**src/rtl/fixed_sub_arbiter_if.sv**
```systemverilog
// fixed_sub_arbiter_if: requester, subtractor and result signals of the shared subtractor arbiter
interface fixed_sub_arbiter_if #(
  parameter int WIDTH = 32,
  parameter int N_REQ = 4,
  parameter int ID_W  = $clog2(N_REQ)
);
  logic [N_REQ-1:0]       req_vld;
  logic [N_REQ*WIDTH-1:0] req_a_dat;
  logic [N_REQ*WIDTH-1:0] req_b_dat;
  logic [N_REQ-1:0]       req_rdy;
  logic                   sub_vld;
  logic [WIDTH-1:0]       sub_a_dat;
  logic [WIDTH-1:0]       sub_b_dat;
  logic [WIDTH-1:0]       sub_s_dat;
  logic                   res_vld;
  logic [WIDTH-1:0]       res_dat;
  logic [ID_W-1:0]        res_id;
  logic                   res_rdy;
  modport slave (
    input  req_vld, req_a_dat, req_b_dat, sub_s_dat, res_rdy,
    output req_rdy, sub_vld, sub_a_dat, sub_b_dat, res_vld, res_dat, res_id
  );
  modport master (
    output req_vld, req_a_dat, req_b_dat, sub_s_dat, res_rdy,
    input  req_rdy, sub_vld, sub_a_dat, sub_b_dat, res_vld, res_dat, res_id
  );
endinterface

```
**src/rtl/fixed_sub_arbiter.sv**
```systemverilog
// fixed_sub_arbiter: round-robin sharing of a fixed-latency subtractor with tagged, credit-protected result FIFO
module fixed_sub_arbiter #(
  parameter int WIDTH      = 32,
  parameter int N_REQ      = 4,
  parameter int LATENCY    = 2,
  parameter int FIFO_DEPTH = 4,
  parameter int ID_W       = $clog2(N_REQ)
) (
  input logic clk,
  input logic rst,
  fixed_sub_arbiter_if.slave bus
);
  localparam int CW = $clog2(FIFO_DEPTH + 1);
  localparam int PW = FIFO_DEPTH > 1 ? $clog2(FIFO_DEPTH) : 1;
  logic [ID_W-1:0]  rr_ptr;
  logic [ID_W-1:0]  winner;
  logic             found;
  logic             issue;
  logic [CW-1:0]    credits;
  logic [LATENCY-1:0] tag_vld;
  logic [ID_W-1:0]  tag_id [LATENCY];
  logic [WIDTH-1:0] fifo_dat [FIFO_DEPTH];
  logic [ID_W-1:0]  fifo_id [FIFO_DEPTH];
  logic [PW-1:0]    wr_ptr;
  logic [PW-1:0]    rd_ptr;
  logic [CW-1:0]    count;
  logic             push;
  logic             pop;
  always_comb begin
    winner = '0;
    found  = 1'b0;
    for (int k = 0; k < N_REQ; k++) begin
      if (!found && bus.req_vld[(int'(rr_ptr) + k) % N_REQ]) begin
        winner = ID_W'((int'(rr_ptr) + k) % N_REQ);
        found  = 1'b1;
      end
    end
  end
  // Credits cover both FIFO entries and in-flight ops, since the subtractor cannot stall
  assign issue         = found && credits != '0 && !rst;
  assign bus.req_rdy   = issue ? N_REQ'(1) << winner : '0;
  assign bus.sub_vld   = issue;
  assign bus.sub_a_dat = issue ? bus.req_a_dat[int'(winner)*WIDTH +: WIDTH] : '0;
  assign bus.sub_b_dat = issue ? bus.req_b_dat[int'(winner)*WIDTH +: WIDTH] : '0;
  assign push          = tag_vld[LATENCY-1];
  assign pop           = bus.res_vld && bus.res_rdy;
  assign bus.res_vld   = count != '0;
  assign bus.res_dat   = fifo_dat[rd_ptr];
  assign bus.res_id    = fifo_id[rd_ptr];
  always_ff @(posedge clk) begin
    if (rst) begin
      rr_ptr  <= '0;
      credits <= CW'(FIFO_DEPTH);
    end else begin
      rr_ptr  <= issue ? (winner == ID_W'(N_REQ - 1) ? '0 : winner + 1'b1) : rr_ptr;
      credits <= credits + CW'(pop) - CW'(issue);
    end
  end
  always_ff @(posedge clk) begin
    tag_id[0] <= winner;
    for (int s = 1; s < LATENCY; s++) tag_id[s] <= tag_id[s-1];
    if (rst) tag_vld <= '0;
    else begin
      tag_vld[0] <= issue;
      for (int s = 1; s < LATENCY; s++) tag_vld[s] <= tag_vld[s-1];
    end
  end
  always_ff @(posedge clk) begin
    if (rst) begin
      wr_ptr <= '0;
      rd_ptr <= '0;
      count  <= '0;
    end else begin
      if (push) begin
        fifo_dat[wr_ptr] <= bus.sub_s_dat;
        fifo_id[wr_ptr]  <= tag_id[LATENCY-1];
        wr_ptr           <= wr_ptr == PW'(FIFO_DEPTH - 1) ? '0 : wr_ptr + 1'b1;
      end
      if (pop) rd_ptr <= rd_ptr == PW'(FIFO_DEPTH - 1) ? '0 : rd_ptr + 1'b1;
      count <= count + CW'(push) - CW'(pop);
    end
  end
  no_push_at_full: assert property (@(posedge clk) disable iff (rst) !(push && !pop && count == CW'(FIFO_DEPTH)));
  no_pop_at_empty: assert property (@(posedge clk) disable iff (rst) !(pop && count == '0));
endmodule

```
**src/flat_wrapper.sv**
```systemverilog
// flat-port wrapper written by rule: the top's interface ports become plain ports
module fixed_sub_arbiter_flat 
#(
  parameter int WIDTH      = 32,
  parameter int N_REQ      = 4,
  parameter int LATENCY    = 2,
  parameter int FIFO_DEPTH = 4,
  parameter int ID_W       = $clog2(N_REQ)
)
  (clk, rst, bus_req_vld, bus_req_a_dat, bus_req_b_dat, bus_sub_s_dat, bus_res_rdy, bus_req_rdy, bus_sub_vld, bus_sub_a_dat, bus_sub_b_dat, bus_res_vld, bus_res_dat, bus_res_id);
  fixed_sub_arbiter_if #(.WIDTH(WIDTH), .N_REQ(N_REQ), .ID_W(ID_W)) bus_i ();
  input logic clk;
  input logic rst;
  input wire logic [$bits(bus_i.req_vld)-1:0] bus_req_vld;
  input wire logic [$bits(bus_i.req_a_dat)-1:0] bus_req_a_dat;
  input wire logic [$bits(bus_i.req_b_dat)-1:0] bus_req_b_dat;
  input wire logic [$bits(bus_i.sub_s_dat)-1:0] bus_sub_s_dat;
  input wire logic [$bits(bus_i.res_rdy)-1:0] bus_res_rdy;
  output wire logic [$bits(bus_i.req_rdy)-1:0] bus_req_rdy;
  output wire logic [$bits(bus_i.sub_vld)-1:0] bus_sub_vld;
  output wire logic [$bits(bus_i.sub_a_dat)-1:0] bus_sub_a_dat;
  output wire logic [$bits(bus_i.sub_b_dat)-1:0] bus_sub_b_dat;
  output wire logic [$bits(bus_i.res_vld)-1:0] bus_res_vld;
  output wire logic [$bits(bus_i.res_dat)-1:0] bus_res_dat;
  output wire logic [$bits(bus_i.res_id)-1:0] bus_res_id;
  assign bus_i.req_vld = bus_req_vld;
  assign bus_i.req_a_dat = bus_req_a_dat;
  assign bus_i.req_b_dat = bus_req_b_dat;
  assign bus_i.sub_s_dat = bus_sub_s_dat;
  assign bus_i.res_rdy = bus_res_rdy;
  assign bus_req_rdy = bus_i.req_rdy;
  assign bus_sub_vld = bus_i.sub_vld;
  assign bus_sub_a_dat = bus_i.sub_a_dat;
  assign bus_sub_b_dat = bus_i.sub_b_dat;
  assign bus_res_vld = bus_i.res_vld;
  assign bus_res_dat = bus_i.res_dat;
  assign bus_res_id = bus_i.res_id;
  fixed_sub_arbiter #(.WIDTH(WIDTH), .N_REQ(N_REQ), .LATENCY(LATENCY), .FIFO_DEPTH(FIFO_DEPTH), .ID_W(ID_W)) u_core (.clk(clk), .rst(rst), .bus(bus_i));
endmodule
```
**config.mk**
```make
export PLATFORM = sky130hd
export DESIGN_NAME = fixed_sub_arbiter_flat
export DESIGN_NICKNAME = d
export VERILOG_FILES = /design/src/rtl/fixed_sub_arbiter_if.sv /design/src/rtl/fixed_sub_arbiter.sv /design/src/flat_wrapper.sv
export SDC_FILE = /design/constraint.sdc
export NUM_CORES = 1
export LEC_CHECK = 0
export ABC_AREA = 1
export BUFFER_PORTS_ARGS = -buffer_cell sky130_fd_sc_hd__buf_2
export CAP_MARGIN = 20
export CORE_MARGIN = 2
export CORE_UTILIZATION = 40
export CTS_CLUSTER_SIZE = 8
export DETAILED_ROUTE_END_ITERATION = 10
export PLACE_DENSITY = 0.69
export SYNTH_ARGS = -nofsm -noshare
export SYNTH_HDL_FRONTEND = slang
export SYNTH_SLANG_ARGS = --single-unit
```
**constraint.sdc**
```tcl
create_clock -name clk -period 3.4 [get_ports clk]
set_input_delay 0 -clock clk [delete_from_list [all_inputs] [get_ports clk]]
set_output_delay 0 -clock clk [all_outputs]
set_load 0.05 [all_outputs]
```
==> run metrics <==
HPWL Detailed=23230 um; most common cell after layout, fill and taps aside=buf_2; Crit path required time=roughly 3.4 ns; hold slack=0.3061 ns; Switching Fraction=0.5736; cell row count=55; vias in the first global route=between 8000 and 9000; Worst Max-Slew Pin Slew=about 0.85 ns; drt pass-1 iters=8; layout cells sized above 1=0.2960; total number of vias=between 9000 and 10000; GP Congestion=between 0.9 and 1; Layout area overhead=36.25%; DR iter-0 viols=between 900 and 1000; Critical Path AT=3.08 ns; largest cells by area after synthesis=edfxtp_1, nand2_1, nand3_1; Fin Clk Skew=0.009061 ns; CP top delay family=simple AND/OR/NAND/NOR gates; most frequent cells in the layout=buf_2, nand2_1, nand3_1; clock group share of total power=0.132; max-slew violation count=0; I/O pin count=399; peak supply drop=a little over 1 mV; maxcap violations=0; fin crit share=0.9071; Clk Latency, worst-skew pair=~0.42 ns; Final ANT Viol Nets=0; Gate power share=0.716; cell taking the most area after synthesis=edfxtp_1; fill cell count=approximately 2100; clock buffer depth=2; Yosys reg bits=between 150 and 200; GRT overflow=0; total negative slack=0 ns; core region area=approximately 0.023 mm2; Num CTS Buffers=17; Vias/cell=between 5 and 6; DIE AREA=~0.024 mm2; Worst Setup Path Type=reg2out; Slew HR=0.4362; crit path buf inv count=4; Leakage=~6.3 nW; Die Y=~160 um; postcts setup bufs=0; Mapped Cells=1202; sequential power share=0.152; WL/cell=~17 um; CP Capture Type=output port; Seq/Total Area, Yosys=0.4828; Power Density=between 1000 and 1500 mW/mm2; unrepaired setup endpoints after global routing=no; Ys Warns=0; Async SR Flop Fraction=0; startpoint types=flip-flop; Residual DRC=0; initial antenna violation count=5; CTS Root Buffer Type=clkbuf_16; Clock Sinks=between 150 and 200; most used cell along the critical path=nand2_1; CP max-delay cell=dfxtp_2; switching pwr=a little under 0.009 W; global-route wire length before repair=roughly 47000 um; Max Fclk=324.2 MHz; CTS clock-pin slew for the worst setup and hold paths=around 0.070 ns; GRT Total Usage=0.2504; outcome=finished clean; Non-Filler Instances=~1900; hold violation total from the final report=0; average cell area after synthesis=between 7 and 8 um2; post-synth top area share=0.4397; Final Critical Period=3.084 ns; Initial Util=0.4090; Worst path max stage delay=about 0.45 ns; Hold Crit Class=in2reg; Internal=0.006566 W; CP cell instances=inv_2 -> nand2_1 -> nand2_1 -> nand2_1 -> nand2_1 -> nor2_4 -> nand3_4 -> buf_4 -> nand3_4 -> buf_12 -> nand2_1 -> nand2_1 -> nand2_1 -> a21oi_1 -> buf_2; Final #Nets=1902; port buffer count=approximately 400; dpl cells=about 1800; crit path max fanout=48; largest net degree at the start of global routing=between 100 and 150; Post-Syn Nets=roughly 1500; CTS tree=done; # setup viols final=0; Synth Flop Type=edfxtp_1; H-tree Lvls=4; DRT Wirelength=roughly 32000 um; EDFF count, synth=approximately 140; post-synth cell types=28; chip width=156.4 um; Post-Syn Area=between 0.009 and 0.01 mm2
-- worst paths after layout --
| kind | startpoint | to | slack (ns) | depth (start not counted) |
|---|---|---|---|---|
| setup / recovery | u_core.rr_ptr[0] | bus_sub_a_dat[10] | 0.32 | 15 |
| setup reg to reg | u_core.rr_ptr[0] | u_core.rr_ptr[1] | 0.68 | 14 |
| hold reg to reg | u_core.tag_id[0][1] | u_core.tag_id[0][3] | 0.33 | 0 |
| hold / removal | bus_req_vld[1] | u_core.tag_id[0][1] | 0.31 | 6 |
-- cell families (layout without fill, tap and decap cells) --
| kind of cell | after synthesis | count (layout) | synth area share |
|---|---|---|---|
| buffers and inverters | 255 | 658 | 0.1197 |
| other | 0 | 6 | 0 |
| AO/OA/AOI/OAI | 178 | 178 | 0.1013 |
| AND/OR/NAND/NOR | 595 | 595 | 0.2716 |
| adder cells (fa/ha/maj) | 15 | 15 | 0.02182 |
| XOR/XNOR | 3 | 3 | 0.002829 |
| flip-flops | 156 | 156 | 0.4828 |
-- tightest hold or removal path: cells and delay by family --
family | cells | cell delay (ns)
and+or+nand+nor | 4 | 0.41
buffers and inverters | 2 | 0.21
-- synth_stat cells, types with 2 or more instances --
cell,instances
edfxtp_1,136
buf_4,18
dfxtp_1,20
nand2_1,298
fa_1,2
nor2_1,85
nand3_2,2
xor2_1,3
clkbuf_1,27
o22ai_1,34
nand2_2,3
buf_1,2
inv_2,3
o21ai_0,74
buf_6,6
nand3_1,203
inv_1,164
ha_1,13
a21oi_1,67
buf_2,34
-- power groups by stage --
stage               sequential (W)  clock, W  combinational [W]
floorplan                  0.00235         0            0.00818
global placement           0.00237         0             0.0108
detailed placement         0.00237         0             0.0109
CTS                        0.00233   0.00206             0.0109
global route               0.00235   0.00215             0.0119
finish                     0.00233   0.00204             0.0110
-- through the flow --
step / util / setup slack (ns) / power, W / area [um2]
2_1_floorplan: - / 0.3805 / 0.01053 / 9289
3_3_place_gp: 0.5106 / 0.6534 / 0.01319 / 11590
3_5_place_dp: 0.5106 / 0.5756 / 0.01322 / 11590
4_1_cts: 0.5540 / 0.1107 / 0.01532 / 12580
5_1_grt: 0.5572 / 0.09446 / 0.01637 / 12650
6_report: 0.5573 / 0.3158 / 0.01540 / 12660
-- repair_timing --
item,in CTS,in global routing
hold buffers,34,0
gates resized for setup,0,4
setup endpoints to repair,0,32
endpoints found under the hold margin,137,0
-- area by class of cell --
type                    count  area [um2]  share of cell area
multi-input cells         791        3769              0.2978
clock buffers              20       436.7             0.03450
inverters                 168       630.6             0.04983
clock inverters            12       209.0             0.01651
well taps                 285       356.6             0.02818
diodes                      6       15.01            0.001186
repair buffers            458        2753              0.2175
flip-flops and latches    156        4487              0.3545
-- per-layer routing --
layer  GRT usage  vias up  share of wire
li1            -     4729              -
met1      0.3204     4506           0.40
met2      0.4212      497           0.48
met3     0.06120       46          0.094
met4     0.07296        0          0.020
met5           0        -              0
-- state kept, by name, indices dropped and copies added, names as in the netlist, named ones only --
register / flops
u_core.credits: 3
u_core.fifo_dat: 128
u_core.wr_ptr: 2
u_core.tag_id: 4
u_core.tag_vld: 2
u_core.count: 3
u_core.rr_ptr: 2
u_core.rd_ptr: 2
u_core.fifo_id: 8
Note: power is estimated with default switching activity, not from simulation.
